[src/rtl/control_sequencer_pkg.sv]
// Shared definitions for the ASAP-1 control unit: opcodes, microsteps and
// control-word bit positions, so the ROM and the CPU top agree.
package asap_pkg;

    localparam int unsigned OP_W   = 4;
    localparam int unsigned STEP_W = 3;
    localparam int unsigned CW_W   = 16;

    localparam logic [OP_W-1:0] OP_NOP = 4'd0;
    localparam logic [OP_W-1:0] OP_LDA = 4'd1;
    localparam logic [OP_W-1:0] OP_ADD = 4'd2;
    localparam logic [OP_W-1:0] OP_SUB = 4'd3;
    localparam logic [OP_W-1:0] OP_STA = 4'd4;
    localparam logic [OP_W-1:0] OP_LDI = 4'd5;
    localparam logic [OP_W-1:0] OP_JMP = 4'd6;
    localparam logic [OP_W-1:0] OP_JC  = 4'd7;
    localparam logic [OP_W-1:0] OP_JZ  = 4'd8;
    localparam logic [OP_W-1:0] OP_OUT = 4'd14;
    localparam logic [OP_W-1:0] OP_HLT = 4'd15;

    localparam logic [STEP_W-1:0] T0 = 3'd0;
    localparam logic [STEP_W-1:0] T1 = 3'd1;
    localparam logic [STEP_W-1:0] T2 = 3'd2;
    localparam logic [STEP_W-1:0] T3 = 3'd3;
    localparam logic [STEP_W-1:0] T4 = 3'd4;

    localparam int unsigned CW_HLT = 15;
    localparam int unsigned CW_MI  = 14;
    localparam int unsigned CW_RI  = 13;
    localparam int unsigned CW_RO  = 12;
    localparam int unsigned CW_II  = 11;
    localparam int unsigned CW_IO  = 10;
    localparam int unsigned CW_AI  = 9;
    localparam int unsigned CW_AO  = 8;
    localparam int unsigned CW_EO  = 7;
    localparam int unsigned CW_SU  = 6;
    localparam int unsigned CW_BI  = 5;
    localparam int unsigned CW_OI  = 4;
    localparam int unsigned CW_CE  = 3;
    localparam int unsigned CW_CO  = 2;
    localparam int unsigned CW_J   = 1;
    localparam int unsigned CW_FI  = 0;

    typedef logic [CW_W-1:0] ctrl_word_t;

    typedef enum logic [0:0] {
        ST_RUN    = 1'b0,
        ST_HALTED = 1'b1
    } seq_state_e;

    // One-hot control word with only bit idx set
    function automatic ctrl_word_t cw_bit(input int unsigned idx);
        return ctrl_word_t'(1) << idx;
    endfunction

endpackage

[src/rtl/control_sequencer_if.sv]
// Opcode/flag inputs and control-line outputs between the sequencer and the CPU datapath.
interface control_sequencer_if;
    import asap_pkg::*;

    logic [OP_W-1:0]   opcode;
    logic              zf;
    logic              cf;
    logic              hlt;
    logic              mi;
    logic              ri;
    logic              ro;
    logic              ii;
    logic              io;
    logic              ai;
    logic              ao;
    logic              eo;
    logic              su;
    logic              bi;
    logic              oi;
    logic              ce;
    logic              co;
    logic              j;
    logic [STEP_W-1:0] step;

    modport master (
        input  opcode, zf, cf,
        output hlt, mi, ri, ro, ii, io, ai, ao, eo, su, bi, oi, ce, co, j, step
    );

    modport slave (
        output opcode, zf, cf,
        input  hlt, mi, ri, ro, ii, io, ai, ao, eo, su, bi, oi, ce, co, j, step
    );

endinterface

[src/rtl/control_sequencer_rom.sv]
// Combinational microcode: (opcode, step, latched flags) -> 16-bit control word.
module control_rom
    import asap_pkg::*;
(
    input  logic [OP_W-1:0]   i_opcode,
    input  logic [STEP_W-1:0] i_step,
    input  logic              i_zf,
    input  logic              i_cf,
    output ctrl_word_t        o_cw_c
);

    always_comb begin
        o_cw_c = '0;
        case (i_step)
            T0: o_cw_c = cw_bit(CW_CO) | cw_bit(CW_MI);
            T1: o_cw_c = cw_bit(CW_RO) | cw_bit(CW_II) | cw_bit(CW_CE);
            T2: begin
                case (i_opcode)
                    OP_LDA, OP_ADD, OP_SUB, OP_STA:
                            o_cw_c = cw_bit(CW_IO) | cw_bit(CW_MI);
                    OP_LDI: o_cw_c = cw_bit(CW_IO) | cw_bit(CW_AI);
                    OP_JMP: o_cw_c = cw_bit(CW_IO) | cw_bit(CW_J);
                    OP_JC:  o_cw_c = cw_bit(CW_IO) | (i_cf ? cw_bit(CW_J) : '0);
                    OP_JZ:  o_cw_c = cw_bit(CW_IO) | (i_zf ? cw_bit(CW_J) : '0);
                    OP_OUT: o_cw_c = cw_bit(CW_AO) | cw_bit(CW_OI);
                    OP_HLT: o_cw_c = cw_bit(CW_HLT);
                    default: o_cw_c = '0;
                endcase
            end
            T3: begin
                case (i_opcode)
                    OP_LDA: o_cw_c = cw_bit(CW_RO) | cw_bit(CW_AI);
                    OP_ADD: o_cw_c = cw_bit(CW_RO) | cw_bit(CW_BI);
                    // su asserted a step early so the ALU result settles before eo
                    OP_SUB: o_cw_c = cw_bit(CW_RO) | cw_bit(CW_BI) | cw_bit(CW_SU);
                    OP_STA: o_cw_c = cw_bit(CW_AO) | cw_bit(CW_RI);
                    default: o_cw_c = '0;
                endcase
            end
            T4: begin
                case (i_opcode)
                    OP_ADD: o_cw_c = cw_bit(CW_EO) | cw_bit(CW_AI) | cw_bit(CW_FI);
                    OP_SUB: o_cw_c = cw_bit(CW_EO) | cw_bit(CW_AI) | cw_bit(CW_FI)
                                   | cw_bit(CW_SU);
                    default: o_cw_c = '0;
                endcase
            end
            default: o_cw_c = '0;
        endcase
    end

endmodule

[src/rtl/control_sequencer.sv]
// ASAP-1 control unit: microstep counter, halt state and flags register around
// the microcode ROM; control lines are combinational from the registered state.
module control_sequencer
    import asap_pkg::*;
#(
    parameter int unsigned STEPS = 5
) (
    input  logic                clk,
    input  logic                rst,
    control_sequencer_if.master ctrl
);

    localparam logic [STEP_W-1:0] LAST_STEP = STEP_W'(STEPS - 1);

    logic [STEP_W-1:0] r_step;
    logic [STEP_W-1:0] w_step_nxt;
    seq_state_e        r_state;
    seq_state_e        w_state_nxt;
    logic              r_zf;
    logic              r_cf;
    logic              w_zf_nxt;
    logic              w_cf_nxt;
    ctrl_word_t        w_rom_cw;
    ctrl_word_t        w_cw;

    control_rom u_rom (
        .i_opcode (ctrl.opcode),
        .i_step   (r_step),
        .i_zf     (r_zf),
        .i_cf     (r_cf),
        .o_cw_c   (w_rom_cw)
    );

    always_ff @(posedge clk or negedge rst) begin
        if (!rst) begin
            r_step  <= T0;
            r_state <= ST_RUN;
            r_zf    <= 1'b0;
            r_cf    <= 1'b0;
        end else begin
            r_step  <= w_step_nxt;
            r_state <= w_state_nxt;
            r_zf    <= w_zf_nxt;
            r_cf    <= w_cf_nxt;
        end
    end

    // Halt freezes the step at T2 and reduces the word to hlt alone
    always_comb begin
        w_step_nxt  = r_step;
        w_state_nxt = r_state;
        w_zf_nxt    = r_zf;
        w_cf_nxt    = r_cf;
        w_cw        = w_rom_cw;
        if (r_state == ST_HALTED) begin
            w_cw = cw_bit(CW_HLT);
        end else begin
            if (w_rom_cw[CW_HLT]) begin
                w_state_nxt = ST_HALTED;
            end else if (r_step == LAST_STEP) begin
                w_step_nxt = T0;
            end else begin
                w_step_nxt = r_step + STEP_W'(1);
            end
            if (w_rom_cw[CW_FI]) begin
                w_zf_nxt = ctrl.zf;
                w_cf_nxt = ctrl.cf;
            end
        end
    end

    assign ctrl.hlt  = w_cw[CW_HLT];
    assign ctrl.mi   = w_cw[CW_MI];
    assign ctrl.ri   = w_cw[CW_RI];
    assign ctrl.ro   = w_cw[CW_RO];
    assign ctrl.ii   = w_cw[CW_II];
    assign ctrl.io   = w_cw[CW_IO];
    assign ctrl.ai   = w_cw[CW_AI];
    assign ctrl.ao   = w_cw[CW_AO];
    assign ctrl.eo   = w_cw[CW_EO];
    assign ctrl.su   = w_cw[CW_SU];
    assign ctrl.bi   = w_cw[CW_BI];
    assign ctrl.oi   = w_cw[CW_OI];
    assign ctrl.ce   = w_cw[CW_CE];
    assign ctrl.co   = w_cw[CW_CO];
    assign ctrl.j    = w_cw[CW_J];
    assign ctrl.step = r_step;

endmodule

[src/flat_wrapper.sv]
// flat-port wrapper written by rule: the top's interface ports become plain ports
module control_sequencer_flat import asap_pkg::*;
#(
    parameter int unsigned STEPS = 5
)
  (clk, rst, ctrl_opcode, ctrl_zf, ctrl_cf, ctrl_hlt, ctrl_mi, ctrl_ri, ctrl_ro, ctrl_ii, ctrl_io, ctrl_ai, ctrl_ao, ctrl_eo, ctrl_su, ctrl_bi, ctrl_oi, ctrl_ce, ctrl_co, ctrl_j, ctrl_step);
  control_sequencer_if ctrl_i ();
  input  logic clk;
  input  logic rst;
  input wire logic [$bits(ctrl_i.opcode)-1:0] ctrl_opcode;
  input wire logic [$bits(ctrl_i.zf)-1:0] ctrl_zf;
  input wire logic [$bits(ctrl_i.cf)-1:0] ctrl_cf;
  output wire logic [$bits(ctrl_i.hlt)-1:0] ctrl_hlt;
  output wire logic [$bits(ctrl_i.mi)-1:0] ctrl_mi;
  output wire logic [$bits(ctrl_i.ri)-1:0] ctrl_ri;
  output wire logic [$bits(ctrl_i.ro)-1:0] ctrl_ro;
  output wire logic [$bits(ctrl_i.ii)-1:0] ctrl_ii;
  output wire logic [$bits(ctrl_i.io)-1:0] ctrl_io;
  output wire logic [$bits(ctrl_i.ai)-1:0] ctrl_ai;
  output wire logic [$bits(ctrl_i.ao)-1:0] ctrl_ao;
  output wire logic [$bits(ctrl_i.eo)-1:0] ctrl_eo;
  output wire logic [$bits(ctrl_i.su)-1:0] ctrl_su;
  output wire logic [$bits(ctrl_i.bi)-1:0] ctrl_bi;
  output wire logic [$bits(ctrl_i.oi)-1:0] ctrl_oi;
  output wire logic [$bits(ctrl_i.ce)-1:0] ctrl_ce;
  output wire logic [$bits(ctrl_i.co)-1:0] ctrl_co;
  output wire logic [$bits(ctrl_i.j)-1:0] ctrl_j;
  output wire logic [$bits(ctrl_i.step)-1:0] ctrl_step;
  assign ctrl_i.opcode = ctrl_opcode;
  assign ctrl_i.zf = ctrl_zf;
  assign ctrl_i.cf = ctrl_cf;
  assign ctrl_hlt = ctrl_i.hlt;
  assign ctrl_mi = ctrl_i.mi;
  assign ctrl_ri = ctrl_i.ri;
  assign ctrl_ro = ctrl_i.ro;
  assign ctrl_ii = ctrl_i.ii;
  assign ctrl_io = ctrl_i.io;
  assign ctrl_ai = ctrl_i.ai;
  assign ctrl_ao = ctrl_i.ao;
  assign ctrl_eo = ctrl_i.eo;
  assign ctrl_su = ctrl_i.su;
  assign ctrl_bi = ctrl_i.bi;
  assign ctrl_oi = ctrl_i.oi;
  assign ctrl_ce = ctrl_i.ce;
  assign ctrl_co = ctrl_i.co;
  assign ctrl_j = ctrl_i.j;
  assign ctrl_step = ctrl_i.step;
  control_sequencer #(.STEPS(STEPS)) u_core (.clk(clk), .rst(rst), .ctrl(ctrl_i));
endmodule
[config.mk]
export PLATFORM = sky130hd
export DESIGN_NAME = control_sequencer_flat
export DESIGN_NICKNAME = d
export VERILOG_FILES = /design/src/rtl/control_sequencer_pkg.sv /design/src/rtl/control_sequencer_if.sv /design/src/rtl/control_sequencer_rom.sv /design/src/rtl/control_sequencer.sv /design/src/flat_wrapper.sv
export SDC_FILE = /design/constraint.sdc
export NUM_CORES = 1
export LEC_CHECK = 0
export ABC_AREA = 1
export BUFFER_PORTS_ARGS = -buffer_cell sky130_fd_sc_hd__buf_2
export CORE_AREA = 3 3 40 42
export CTS_CLUSTER_DIAMETER = 120
export CTS_CLUSTER_SIZE = 24
export DETAILED_ROUTE_END_ITERATION = 8
export DIE_AREA = 0 0 43 45
export MAX_ROUTING_LAYER = met4
export PLACE_DENSITY = 0.75
export SYNTH_ARGS = -nofsm -noshare
export SYNTH_HDL_FRONTEND = slang
export SYNTH_SLANG_ARGS = --single-unit
[constraint.sdc]
create_clock -name clk -period 3.07 [get_ports clk]
set_clock_uncertainty 0.2 [all_clocks]
set_input_delay 0.307 -clock clk [delete_from_list [all_inputs] [get_ports clk]]
set_output_delay 0.307 -clock clk [all_outputs]
set_load 0.03 [all_outputs]
==> run metrics <==
pwr dens 224 nW/um^2; Post-synth EDFFs 0; final wirelength 1.30 mm; crit-path max FO 5; final setup fails 0; # diodes 0; period utilization 70.4%; Slew Viols, Final 0; Post-Syn Area 587 sq um; Setup Fix Bufs, Post-CTS 0; RR Startpoint u_core.ctrl.step[0]$_DFFE_PN0P_; CTS tree done; Die Ht 45 um; Synth warnings 0; Initial DRC Count 7; CTS Buf Count 3; post-synth net total 101; core area 1280 sq um; unrepaired setup endpoints after global routing false; drt via density 4.86; NetSw 0.0000362 W; drt wl/cell 10.1 um; largest net degree at the start of global routing 15; final hold viol count 0; max cap viols 0; maximum clock insertion buffer count 2; Arr. time, crit path 1.65 ns; fin crit period 2.16 ns; DP Area 714 sq um; grt ovf 0; Rows 13; Worst-Skew Late Latency 0.23 ns; top cell type's share of synthesized area 25.6%; clock-pin slew on the worst setup and hold paths 0.04 ns; share of cells above drive strength 1 32.5%; post-DP HPWL 1.13 mm; register bit total from synthesis 6; die area 1940 sq um; top cells by count, synth 25 x nand2_1, 12 x nor2_1, 9 x inv_1; Crit Path Category reg -> out; first-pass GRT wire length 2.30 mm; Crit. End Element primary output; Top Ports 26; H-tree depth 1; setup tns final 0 ns; cell area after layout 747 sq um; number of port buffers 25; min-delay src ctrl_zf; TritonCTS sink count 6; Comb pwr share 13.2%; Synth-to-Final Area Change 27.3%; First-pass DRT Iterations 2; Post-Syn Area per Cell 6.67 sq um; unique cell type count in the Yosys netlist 21; Fmax 463 MHz; ys flop type dfrtp_1; Vias 627; Tot Pwr 0.000167 W; Reg power frac 47.4%; WP data required 2.56 ns; clock network power share 39.3%; Slew @ Worst Pin 0.446 ns; GP Congestion 0.773; vias in the first global route 578; most common cell in the netlist nand2_1; Pint 0.000131 W; antenna violations before repair 0; final net count 129; GRT Total Usage 15.8%; Startpoint Class register; Die W 43 um; Setup crit start u_core.ctrl.step[0]$_DFFE_PN0P_; Worst slew margin 70.3%; Initial Util 45.7%; Final Core Density 58.1%; post-synthesis sequential area ratio 25.6%; Post-Synthesis Cells 88; synth top area cells dfrtp_1 26%, nand2_1 16%, ha_1 11%; Sw Share 21.6%; CTS root buffer clkbuf_4; worst hold path type in -> reg; Async SR Flop Fraction 100%; post-route DRC violation count 0; area leader, netlist dfrtp_1; Static Leak 0.409 nW; maximum vdd drop 0.197 mV; Hold WS 0.0760 ns; status finished clean; antenna-violating nets left 0
## layer usage
metal,global-route usage (%),vias up,share of wire [%]
li1,-,330,-
met1,18.5,281,45
met2,27.8,16,50
met3,2.39,0,5.6
met4,5.42,0,0
met5,-,-,0
## power by group through the flow
stage               registers [W]  clock network (W)  logic [W]
floorplan               0.0000806                  0  0.0000116
global placement        0.0000805                  0  0.0000208
detailed placement      0.0000805                  0  0.0000212
CTS                     0.0000794          0.0000680  0.0000223
global route            0.0000793          0.0000768  0.0000252
finish                  0.0000795          0.0000659  0.0000222
## placed cells by master, fill, tap and decap left out, drive strengths merged, types with 2 or more instances in the layout
cell type,n
nand3,7
nand2,28
buf,25
nor3,2
o21ai,4
ha,5
clkbuf,3
dfrtp,6
nor2,16
inv,9
a21oi,4
## sequential cells by signal, summed over array words and instances (netlist names)
signal,count
u_core.ctrl.step,3
u_core.r_cf,1
u_core.r_state,1
u_core.r_zf,1
## area by class of cell
class                      instances  area, sq um
fill                             142          538
clock buffer                       3         22.5
multi-input combinational         70          387
tap                               15         18.8
sequential                         6          150
timing repair buffer              26          135
inverter                           9         33.8
## critical path: stages (launching register included)
cell     delay, ns
dfrtp_1       0.42
inv_1         0.11
ha_1          0.18
nand2_1       0.07
inv_1         0.12
nand3_4       0.10
nand2_1       0.08
nor2_1        0.04
nor2_1        0.08
buf_2         0.21
## logic make-up (layout without fill, tap and decap cells)
logic type,count (synthesis),after routing,synth area share [%]
AO/OA/AOI/OAI,9,9,8.10
XOR/XNOR,1,1,1.49
adder cells (fa/ha/maj),5,5,10.7
buffers and inverters,12,38,8.53
flip-flops,6,6,25.6
AND/OR/NAND/NOR,55,55,45.6
## path summary, 6_finish.rpt
kind                                                    to  slack (ns)  cells past startpoint
setup / recovery                                   ctrl_ai        0.91                      9
hold / removal                     u_core.r_zf$_DFFE_PN0P_        0.08                      3
setup reg to reg           u_core.ctrl.step[2]$_DFFE_PN0P_        1.41                      4
hold reg to reg                    u_core.r_cf$_DFFE_PN0P_        0.31                      2
max in group asynchronous          u_core.r_cf$_DFFE_PN0P_        2.31                      2
min in group asynchronous  u_core.ctrl.step[1]$_DFFE_PN0P_        0.23                      2
## what timing repair did
action | CTS | global route
hold buffers | 1 | 0
resized for setup | 0 | 0
hold endpoints to repair | 6 | 0
## through the flow
step,setup WS (ns),instances
3_3_place_gp,1.23,125
6_report,0.910,129
2_1_floorplan,0.823,88
3_5_place_dp,1.16,125
5_1_grt,0.780,129
4_1_cts,0.905,129
Note: power is estimated with default switching activity, not from simulation.
